$ cat src/rtl/wb_arb_pkg.sv
// Shared types and constants for the two-master Wishbone arbiter.
// The optional stall watchdog is enabled with the WB_ARB_TIMEOUT_EN macro.
package wb_arb_pkg;

  // Arbiter grant state: no owner, master 0 owns the bus, master 1 owns the bus.
  typedef enum logic [1:0] {
    IDLE = 2'd0,
    GNT0 = 2'd1,
    GNT1 = 2'd2
  } arb_state_t;

  // Default watchdog limit in cycles.
  localparam int TIMEOUT_CYCLES_DEF = 255;

  // Counter width able to hold the value 'cycles' itself, since the counter
  // has to reach the limit before it fires.
  function automatic int cnt_width(input int cycles);
    return (cycles < 1) ? 1 : $clog2(cycles + 1);
  endfunction

  // Counter width for the default limit.
  localparam int TO_CNT_W = cnt_width(TIMEOUT_CYCLES_DEF);

endpackage

$ cat src/rtl/wb_arb_timeout.sv
// Stall watchdog for the granted Wishbone strobe. It counts cycles in which
// the owner strobes and the slave gives neither ack nor err. When the count
// reaches TIMEOUT_CYCLES it raises 'expire' for one cycle and restarts.
// The top instantiates this only when WB_ARB_TIMEOUT_EN is defined.
module wb_arb_timeout
  import wb_arb_pkg::*;
#(
  parameter int TIMEOUT_CYCLES = TIMEOUT_CYCLES_DEF
) (
  input  logic clk,
  input  logic reset_n,
  input  logic granted,
  input  logic stb,
  input  logic ack,
  input  logic err,
  output logic expire
);

  localparam int CW = cnt_width(TIMEOUT_CYCLES);
  localparam logic [CW-1:0] LIMIT = CW'(TIMEOUT_CYCLES);

  logic [CW-1:0] cnt_q;

  // Fire only while the owner is still strobing. This stops a stale count
  // from firing during IDLE.
  assign expire = granted & stb & (cnt_q == LIMIT);

  // Count stalled strobe cycles. Clear on a slave response, when not
  // granted, or in the cycle the watchdog fires.
  always_ff @(posedge clk or negedge reset_n) begin
    if (!reset_n) begin
      cnt_q <= '0;
    end else if (!granted || ack || err || expire) begin
      cnt_q <= '0;
    end else if (stb) begin
      cnt_q <= cnt_q + 1'b1;
    end
  end

endmodule

$ cat src/rtl/wb_arbiter2.sv
// Two-master Wishbone arbiter with a fair tie-break.
// - A master is granted on the edge after it raises cyc.
// - It keeps the grant for as long as it holds cyc. There is no preemption.
// - An IDLE cycle always separates two grants.
// - On a tie, the master that was not granted last wins.
// - The slave-side bus is a combinational mux of the owner's signals.
// - Responses are returned only to the owner.
// Optional: define WB_ARB_TIMEOUT_EN to add a watchdog. It returns err to an
// owner whose strobe has not been answered within TIMEOUT_CYCLES cycles.
module wb_arbiter2
  import wb_arb_pkg::*;
#(
  parameter int TIMEOUT_CYCLES = TIMEOUT_CYCLES_DEF,
  parameter int AW             = 32
) (
  input  logic          clk,
  input  logic          reset_n,
  // master 0
  input  logic [AW-1:0] m0_adr_i,
  input  logic [31:0]   m0_dat_i,
  input  logic [3:0]    m0_sel_i,
  input  logic          m0_we_i,
  input  logic          m0_cyc_i,
  input  logic          m0_stb_i,
  output logic [31:0]   m0_dat_o,
  output logic          m0_ack_o,
  output logic          m0_err_o,
  // master 1
  input  logic [AW-1:0] m1_adr_i,
  input  logic [31:0]   m1_dat_i,
  input  logic [3:0]    m1_sel_i,
  input  logic          m1_we_i,
  input  logic          m1_cyc_i,
  input  logic          m1_stb_i,
  output logic [31:0]   m1_dat_o,
  output logic          m1_ack_o,
  output logic          m1_err_o,
  // shared slave side
  output logic [AW-1:0] s_adr_o,
  output logic [31:0]   s_dat_o,
  output logic [3:0]    s_sel_o,
  output logic          s_we_o,
  output logic          s_cyc_o,
  output logic          s_stb_o,
  input  logic [31:0]   s_dat_i,
  input  logic          s_ack_i,
  input  logic          s_err_i,
  // one-hot grant, also serves as the observable FSM state
  output logic [1:0]    owner_o
);

  // Handshake: a beat completes in a cycle where s_cyc_o & s_stb_o & (s_ack_i | s_err_i).
  // An ack or err that arrives while no master is granted goes to nobody and is dropped.

  arb_state_t state_q, state_d;
  logic       last_q, last_d;   // 0: master 0 was granted last, 1: master 1
  logic       to_expire;

`ifdef WB_ARB_TIMEOUT_EN
  logic granted;
  logic cur_stb;

  assign granted = (state_q != IDLE);
  assign cur_stb = (state_q == GNT0) ? m0_stb_i :
                   (state_q == GNT1) ? m1_stb_i : 1'b0;

  wb_arb_timeout #(
    .TIMEOUT_CYCLES (TIMEOUT_CYCLES)
  ) u_timeout (
    .clk     (clk),
    .reset_n (reset_n),
    .granted (granted),
    .stb     (cur_stb),
    .ack     (s_ack_i),
    .err     (s_err_i),
    .expire  (to_expire)
  );
`else
  // Without the watchdog a hung slave simply keeps the grant.
  assign to_expire = 1'b0;
`endif

  // State and last-grant registers. Reset makes master 0 win the first tie.
  always_ff @(posedge clk or negedge reset_n) begin
    if (!reset_n) begin
      state_q <= IDLE;
      last_q  <= 1'b1;
    end else begin
      state_q <= state_d;
      last_q  <= last_d;
    end
  end

  // Next-state logic. Grant from IDLE only, and hold the grant until the
  // owner drops cyc.
  always_comb begin
    state_d = state_q;
    last_d  = last_q;
    unique case (state_q)
      IDLE: begin
        if (m0_cyc_i && m1_cyc_i) begin
          if (last_q) begin
            state_d = GNT0;
            last_d  = 1'b0;
          end else begin
            state_d = GNT1;
            last_d  = 1'b1;
          end
        end else if (m0_cyc_i) begin
          state_d = GNT0;
          last_d  = 1'b0;
        end else if (m1_cyc_i) begin
          state_d = GNT1;
          last_d  = 1'b1;
        end
      end
      GNT0: if (!m0_cyc_i) state_d = IDLE;
      GNT1: if (!m1_cyc_i) state_d = IDLE;
      default: state_d = IDLE;
    endcase
  end

  // Output mux. Route the owner's request to the slave and the slave's
  // response back to the owner. Drive everything to zero in IDLE.
  always_comb begin
    owner_o  = 2'b00;
    s_adr_o  = '0;
    s_dat_o  = '0;
    s_sel_o  = '0;
    s_we_o   = 1'b0;
    s_cyc_o  = 1'b0;
    s_stb_o  = 1'b0;
    m0_dat_o = '0;
    m0_ack_o = 1'b0;
    m0_err_o = 1'b0;
    m1_dat_o = '0;
    m1_ack_o = 1'b0;
    m1_err_o = 1'b0;
    unique case (state_q)
      GNT0: begin
        owner_o  = 2'b01;
        s_adr_o  = m0_adr_i;
        s_dat_o  = m0_dat_i;
        s_sel_o  = m0_sel_i;
        s_we_o   = m0_we_i;
        s_cyc_o  = m0_cyc_i;
        s_stb_o  = m0_stb_i & ~to_expire;
        m0_dat_o = s_dat_i;
        m0_ack_o = s_ack_i;
        m0_err_o = s_err_i | to_expire;
      end
      GNT1: begin
        owner_o  = 2'b10;
        s_adr_o  = m1_adr_i;
        s_dat_o  = m1_dat_i;
        s_sel_o  = m1_sel_i;
        s_we_o   = m1_we_i;
        s_cyc_o  = m1_cyc_i;
        s_stb_o  = m1_stb_i & ~to_expire;
        m1_dat_o = s_dat_i;
        m1_ack_o = s_ack_i;
        m1_err_o = s_err_i | to_expire;
      end
      default: ;
    endcase
  end

endmodule

$ cat config.mk
export PLATFORM = sky130hd
export DESIGN_NAME = wb_arbiter2
export DESIGN_NICKNAME = d
export VERILOG_FILES = /design/src/rtl/wb_arb_pkg.sv /design/src/rtl/wb_arb_timeout.sv /design/src/rtl/wb_arbiter2.sv
export SDC_FILE = /design/constraint.sdc
export NUM_CORES = 1
export LEC_CHECK = 0
export ABC_AREA = 1
export BUFFER_PORTS_ARGS = -buffer_cell sky130_fd_sc_hd__buf_2
export CAP_MARGIN = 10
export CORE_AREA = 2 2 124 126
export DETAILED_ROUTE_END_ITERATION = 16
export DIE_AREA = 0 0 126 128
export GPL_TIMING_DRIVEN = 0
export PLACE_DENSITY_LB_ADDON = 0.2
export SLEW_MARGIN = 30
export SYNTH_ARGS = -nofsm -noshare
export SYNTH_HDL_FRONTEND = slang
export SYNTH_SLANG_ARGS = --single-unit
$ cat constraint.sdc
create_clock -name clk -period 1.4 [get_ports clk]
set_input_delay 0.21 -clock clk [delete_from_list [all_inputs] [get_ports clk]]
set_output_delay 0.21 -clock clk [all_outputs]
set_load 0.01 [all_outputs]
**Yosys cells after proc, flatten, opt, wreduce, memory -nomap -nowiden**

Cells that the tools add are included.

- Register bits: 3
- Latch bits: 0
- Bits in writable memories: 0
- ROM bits: 0
- Bits of input ports: 178
- Output and inout bits: 141
- Word-level logic and storage cells: 36
- Memories kept: 0

- Add/subtract/negate cells: 0
- Multiply operators: 0
- Divide/modulo/power cells: 0
- $lt $le $gt $ge: 0
- Eq/ne operators: 5
- Shift operators: 0
- Mux-type cells: 24
- Bitwise gates (word level): 0
- Reduce and logical (&&, ||, !) cells: 5

Operators with widths:

| operator | count |
|---|---|
| 32-bit one-hot mux with 2 select lines | 2 |
| 32-bit two-way mux | 2 |
| 2-bit two-way mux | 6 |
| 1-bit two-way mux | 8 |
| 4-bit one-hot mux with 2 select lines | 1 |
| 1-bit one-hot mux with 2 select lines | 3 |
| 2-bit one-hot mux with 3 select lines | 1 |
| 2-bit inequality test (second input constant) | 2 |
| 4-bit inequality test (second input constant) | 1 |
| 2-bit one-hot mux with 2 select lines | 1 |
| 3-bit AND reduction | 1 |
| 3-bit nonzero test | 1 |
| 2-bit by 1-bit == test with 1-bit output (second input constant) | 1 |
| 2-bit == test (second input constant) | 1 |
| 2-bit logical NOT | 1 |
| 2-bit AND reduction | 1 |
| 1-bit logical AND | 1 |

**Longest topological paths before layout**

Gate-level depths: netlist of the first run.

- Word-level depth: 4
- Depth in mapped cells: 9

**Least setup slack after synthesis of the first run**

OpenSTA, ideal clock, no wires.

- Path kind: register -> output
- Start: reg state_q[0]
- End: out s_adr_o[0]
- Arrival time: 1257 ps
- Setup slack: -67 ps
- Cell stages (with the launch flop): 8
- Buffers on the path: 3
- Cell sequence: dfrtp_1 inv_1 ha_1 buf_2 buf_6 buf_6 nand2_1 a21oi_1

- Word-level cells in the longest chain between the ends: 2
- Elaborated cells between the ends (all ways): 3
- Classes of those cells: 2 x eq/ne; 1 x mux

Ends and longest elaborated chain:

| what | RTL line | source |
|---|---|---|
| start: declaration | wb_arbiter2.sv:55 | `arb_state_t state_q, state_d;` |
| start signal: assignment | wb_arbiter2.sv:89 | `state_q <= state_d;` |
| 2-bit == test or 2-bit by 1-bit == test with 1-bit output (tied branches) | wb_arbiter2.sv:139 | `unique case (state_q)` |
| 32-bit one-hot mux with 2 select lines (*) | wb_arbiter2.sv:139 |  |
| end: declaration | wb_arbiter2.sv:39 | `output logic [AW-1:0] s_adr_o,` |

Every way passes the cells marked *; elsewhere a longest branch is shown, timed or not.

**Final worst setup path of the first run**

- Start: reg state_q[0]
- End: out s_dat_o[25]

- Word-level cells in the longest chain between the ends: 2
- Elaborated cells between the ends (all ways): 3
- Classes of those cells: 2 x eq/ne; 1 x mux

Ends and longest elaborated chain:

| what | RTL line | source |
|---|---|---|
| 2-bit == test or 2-bit by 1-bit == test with 1-bit output (tied branches) | wb_arbiter2.sv:139 |  |
| 32-bit one-hot mux with 2 select lines (*) | wb_arbiter2.sv:139 |  |
| end: declaration | wb_arbiter2.sv:40 | `output logic [31:0] s_dat_o,` |

Marks and branches as above.

==> results.cfg, run 1 <==
[outcome]
status = finished with violations
violations = negative setup slack

[pwr]
powerDensity_mw_per_mm2 = 1930
power.leakage_nw = 3.43
ir_drop_v = 0.000939

[timing]
period_share_pct = 133
max_freq_mhz = 536
slew_viol_final = 0
finalSetupTns_ps = -54720
period_needed_ps = 1860
worstMarginPinSlew_ps = 174
final_hold_viol_count = 0
setup_ws_ps = -465
rsz0062_at_grt = yes
fin_worst_skew_ps = 4.27
worst_hold_slack_ps = 316
setup_viol = 141
slew_headroom_pct = 88.4

[placement]
io_buffers = 318
dpl.hpwl_um = 9340
gp_congestion = 0.783
place_ws_ps = -423

[logic_synthesis]
ys_seq_elements = 3
yosys_warnings = 0
netlist_area_mm2 = 0.00196
postSynthCellCount = 411
syn_avg_cell_area_um2 = 4.78
synth_fp_nets = 594
synth.distinct_cells = 17
yosysSeqAreaShare_pct = 3.89

[final_layout]
drive_above_1_share_pct = 80.8
utilization_pct = 38.6
area_delta_synth_final_pct = 192
nNetsFinal = 951
n_antenna_cell = 0

[floorplanning]
chipHeight_um = 128
rows = 45
fp.dieW_um = 126
dieArea_mm2 = 0.0161
io_pins = 319
coreArea_mm2 = 0.0149
start_util_pct = 13.2

[clock_tree]
clock_path_buffers = 2
cts_made_buffers = 3
root_buffer = clkbuf_16
clk_latency_ps = 220
clk_pin_slew_worst_paths_ps = 30
cts.sinks = 3
cts_max_level = 1
cts_tree = built

[global_route]
use_met1_pct = 14.9
use_met2_pct = 25.3
grt_max_degree = 11
met3_usage_pct = 2.38
grt_overflow_total = 0
grt_pass1_wl_um = 17100
grt.total_usage_pct = 12.9
antenna_found_initial = 0
grt_pass1_vias = 3338
busiest_layer = met2

[setup_path]
start_kind = register
crit_slowest_cell = dfrtp_2
path_buf_inv = 5
cp_slowest_stage_delay_ps = 450
rr_endpoint = state_q[0]
arrival_ps = 1650
crit_path_frequent_cell = buf_12
end_kind = output port
r2r-start = state_q[1]
critPathKind = register to output port
rr_worst_depth = 10
crit_cells = 8
required_ps = 1190
crit_family = buffers and inverters
critical_path.max_fanout = 7
path_cells = inv_4 -> ha_4 -> buf_12 -> buf_12 -> clkbuf_16 -> nand2_2 -> a21oi_2 -> buf_2
r2r_slack_ps = -20

[drt]
wl_um = 13000
drc = 0
drt_pass1_iterations = 5
dr.first_iter.drc_count = 54
via_count = 3753
ant_nets = 0
routed_via_density = 3.93
wl_per_cell_um = 13.6

[min_path]
hold_class = primary input to asynchronous set/reset pin

[job]
cap_violations = 0
-- metrics by stage --
step	total power, W	area, µm²	cells
4_1_cts	0.00863	4580	940
2_1_floorplan	0.00401	2070	411
3_5_place_dp	0.00632	3900	917
5_1_grt	0.0118	5740	955
3_3_place_gp	0.00637	3900	917
6_report	0.0110	5740	955
-- how the worst max path moves through the flow --
stage,end,start
after global placement,s_adr_o[23],state_q[0]
after global routing,m0_dat_o[1],state_q[1]
after detailed placement,s_adr_o[23],state_q[0]
after floorplan,s_adr_o[0],state_q[0]
after CTS,s_adr_o[1],state_q[0]
final,s_dat_o[25],state_q[0]
-- state kept, by name (all words and copies together), names as in the netlist --
signal,flops
state_q,2
last_q,1
-- logic make-up (layout without fill, tap and decap cells) --
group | Yosys count | after routing | share of synthesized area (%)
buf+inv | 106 | 462 | 25.0
fa+ha+maj | 5 | 5 | 3.19
simple gates | 225 | 225 | 45.7
flops | 3 | 3 | 3.89
compound gates | 72 | 72 | 22.2
-- what timing repair did --
item,4_1_cts,5_1_grt
resized for setup,100,253
hold buffers,1,0
hold endpoints to repair,3,0
setup buffers,13,6
gates cloned,5,10
setup endpoints to repair,139,142
pin swaps,0,17
-- worst reg2reg max path: stages (launching register included) --
cell and delay, ps:
dfrtp_1 400, inv_2 120, ha_4 150, buf_12 130, buf_12 110, nand2_4 40
nand2_4 60, inv_4 40, buf_6 110, nand3_1 80, nand2_1 70
-- cell usage in the layout, fill, tap and decap left out, drive strengths merged --
cell	n
buf	368
nand2	220
inv	75
a21oi	71
clkbuf	17
ha	5
nor2	3
nand3	2
dfrtp	2
o21ai	1
bufbuf	1
dlygate4sd3	1
dfstp	1
-- Yosys cell counts, drive strengths merged --
master | n | area (µm²)
clkbuf | 4 | 15.0
buf | 27 | 195
nor2 | 3 | 11.3
a21oi | 71 | 430
o21ai | 1 | 5.00
dfrtp | 2 | 50.1
dfstp | 1 | 26.3
nand2 | 220 | 876
nand3 | 2 | 10.0
inv | 75 | 282
ha | 5 | 62.6
-- layout make-up --
type	instances	area [µm²]
plain buffers	31	454
clock buffers	4	78.8
fillers	1581	9130
inverters	75	299
multi-input cells	302	2110
flip-flops and latches	3	77.6
well taps	188	235
repair buffers	352	2480
-- where the power goes --
part / total, W / switching, W / leakage [nW] / internal [W]
combinational: 0.0104 / 0.00527 / 3.35 / 0.00513
sequential: 0.000189 / 0.0000470 / 0.0349 / 0.000142
clock: 0.000455 / 0.0000788 / 0.0382 / 0.000376
-- layer usage --
metal	vias to the layer above	part of all wire, %	wire [µm]
met2	161	56	7220
met3	6	6.8	879
li1	1931	-	-
met1	1655	37	4800
met4	0	0.51	66
met5	-	0	0
Power figures use the tool's default switching activity.
==> run 2, diff against run 1 <==
- SKIP_LAST_GASP: default -> 1
==> run 2 against run 1 <==
  * The run still ends with negative setup slack left
  * Sequential share of layout area grew 0.13 points
  * Wire length is 4.8% lower
  * Maximum frequency grew 1.3%
  * Via count decreased by 1.4%
  * Total power shrank 9.4%
  * Die area unchanged
  * Clock power about the same
  * Clock skew barely moved
==> results.cfg, run 2 (synthesis results as in run 1) <==
[outcome]
status = finished with violations
violations = negative setup slack

[final_layout]
stdcell_count = 951
nNetsFinal = 947
regMostFlops = state_q
largest_reg_flops = 2
mostFrequentLayoutCell = buf_2
largestRegisters = state_q x2, last_q x1
area_delta_synth_final_pct = 166
drive_above_1_share_pct = 70.9
final_cell_mix = buf_2, nand2_1, a21oi_2, inv_1, nand2_2
n_antenna_cell = 0

[timing]
final_hold_viol_count = 0
setup_viol = 140
max_freq_mhz = 543
worstMarginPinSlew_ps = 175
finalSetupTns_ps = -53510
period_needed_ps = 1840
fin_worst_skew_ps = 4.08
rsz0062_at_grt = yes
period_share_pct = 131
setup_ws_ps = -441
slew_headroom_pct = 88.4
slew_viol_final = 0

[clock_tree]
root_buffer = clkbuf_16
cts_tree = built
cts.sinks = 3
clk_latency_ps = 220
cts_made_buffers = 3
clk_pin_slew_worst_paths_ps = 30
clock_path_buffers = 2
cts_max_level = 1

[drt]
wl_um = 12300
wl_per_cell_um = 13.0
drc = 0
wl_met2_um = 6730
routed_via_density = 3.89
ant_nets = 0
drt_pass1_iterations = 4
top_layer = met4
via_count = 3701
dr.first_iter.drc_count = 96
dr_wl_met3_um = 800
m1WireLength_um = 4790

[pwr]
power.leakage_nw = 3.21
powerDensity_mw_per_mm2 = 1920
p_comb_share_pct = 93.6
seqPwrFrac_pct = 1.8
switching_power_w = 0.00496
p_sw_share_pct = 49.6
intPower_w = 0.00504
pwr-share-clk_pct = 4.5
ir_drop_v = 0.000712

[floorplanning]
chipHeight_um = 128
coreArea_mm2 = 0.0149
start_util_pct = 13.2
io_pins = 319
rows = 45
dieArea_mm2 = 0.0161
fp.dieW_um = 126

[placement]
dpl.hpwl_um = 9340
dp.cells = 917
place_ws_ps = -423
gp_congestion = 0.783
io_buffers = 318

[job]
cap_violations = 0

[setup_path]
crit_family = buffers and inverters
critical_path.max_fanout = 7
cp_slowest_stage_delay_ps = 440
crit_path_frequent_cell = buf_12
r2r-start = state_q[0]
crit_slowest_cell = dfrtp_2
arrival_ps = 1630
required_ps = 1190
critPathLaunch = state_q[0]
path_buf_inv = 5
path_cells = inv_4 -> ha_4 -> buf_12 -> buf_12 -> clkbuf_16 -> nand2_4 -> a21oi_2 -> buf_2
start_kind = register
end_kind = output port
critPathKind = register to output port

[global_route]
grt.total_usage_pct = 12.8
antenna_found_initial = 0
grt_pass1_wl_um = 17100
grt_overflow_total = 0
grt_max_degree = 11
grt_pass1_vias = 3326

[min_path]
hold_class = primary input to asynchronous set/reset pin
-- run 2: path summary, 6_finish.rpt --
path                          endpoint  slack [ps]  depth (start not counted)
setup / recovery           s_dat_o[28]        -440                          8
hold / removal              state_q[0]         320                          2
setup reg to reg            state_q[0]         -30                         10
hold reg to reg                 last_q         550                          2
max in group asynchronous       last_q         880                          2
min in group clk            state_q[0]         340                          4
-- run 2: layout make-up --
| type | instances | area [µm²] |
|---|---|---|
| Buffer | 30 | 423 |
| Clock buffer | 4 | 78.8 |
| Fill cell | 1642 | 9650 |
| Inverter | 75 | 299 |
| Multi-Input combinational cell | 302 | 1850 |
| Sequential cell | 3 | 77.6 |
| Tap cell | 188 | 235 |
| Timing Repair Buffer | 348 | 2250 |
| Timing Repair inverter | 1 | 6.26 |
-- run 2: power groups by stage --
| stage | combinational [W] | sequential (W) | clock, W |
|---|---|---|---|
| after floorplan | 0.00384 | 0.000170 | 0 |
| after global placement | 0.00619 | 0.000179 | 0 |
| after detailed placement | 0.00614 | 0.000179 | 0 |
| after CTS | 0.00794 | 0.000180 | 0.000463 |
| after global routing | 0.0101 | 0.000190 | 0.000473 |
| final | 0.00936 | 0.000185 | 0.000454 |
-- run 2: routing by layer --
| metal | GRT usage, % | vias to the layer above |
|---|---|---|
| li1 | - | 1924 |
| met1 | 14.9 | 1620 |
| met2 | 25.3 | 155 |
| met3 | 2.38 | 2 |
| met4 | 1.10 | 0 |
| met5 | 0 | - |
-- run 2: timing repair --
item                                   in CTS  in global routing
cloned                                      5                  8
endpoints found under the hold margin       3                  0
pin swaps                                   0                 20
buffers inserted                           13                  5
setup endpoints to repair                 139                142
hold buffers                                1                  0
resized for setup                          91                136
-- run 2: per-stage QoR --
step | area (µm²) | hold WS (ps) | utilization [%] | total power [W]
after floorplan | 2070 | -85.6 | - | 0.00401
after global placement | 3900 | 9.02 | 26.2 | 0.00637
after detailed placement | 3900 | 9.99 | 26.2 | 0.00632
after CTS | 4560 | 323 | 30.7 | 0.00858
after global routing | 5220 | 349 | 35.1 | 0.0108
final | 5220 | 316 | 35.1 | 0.0100
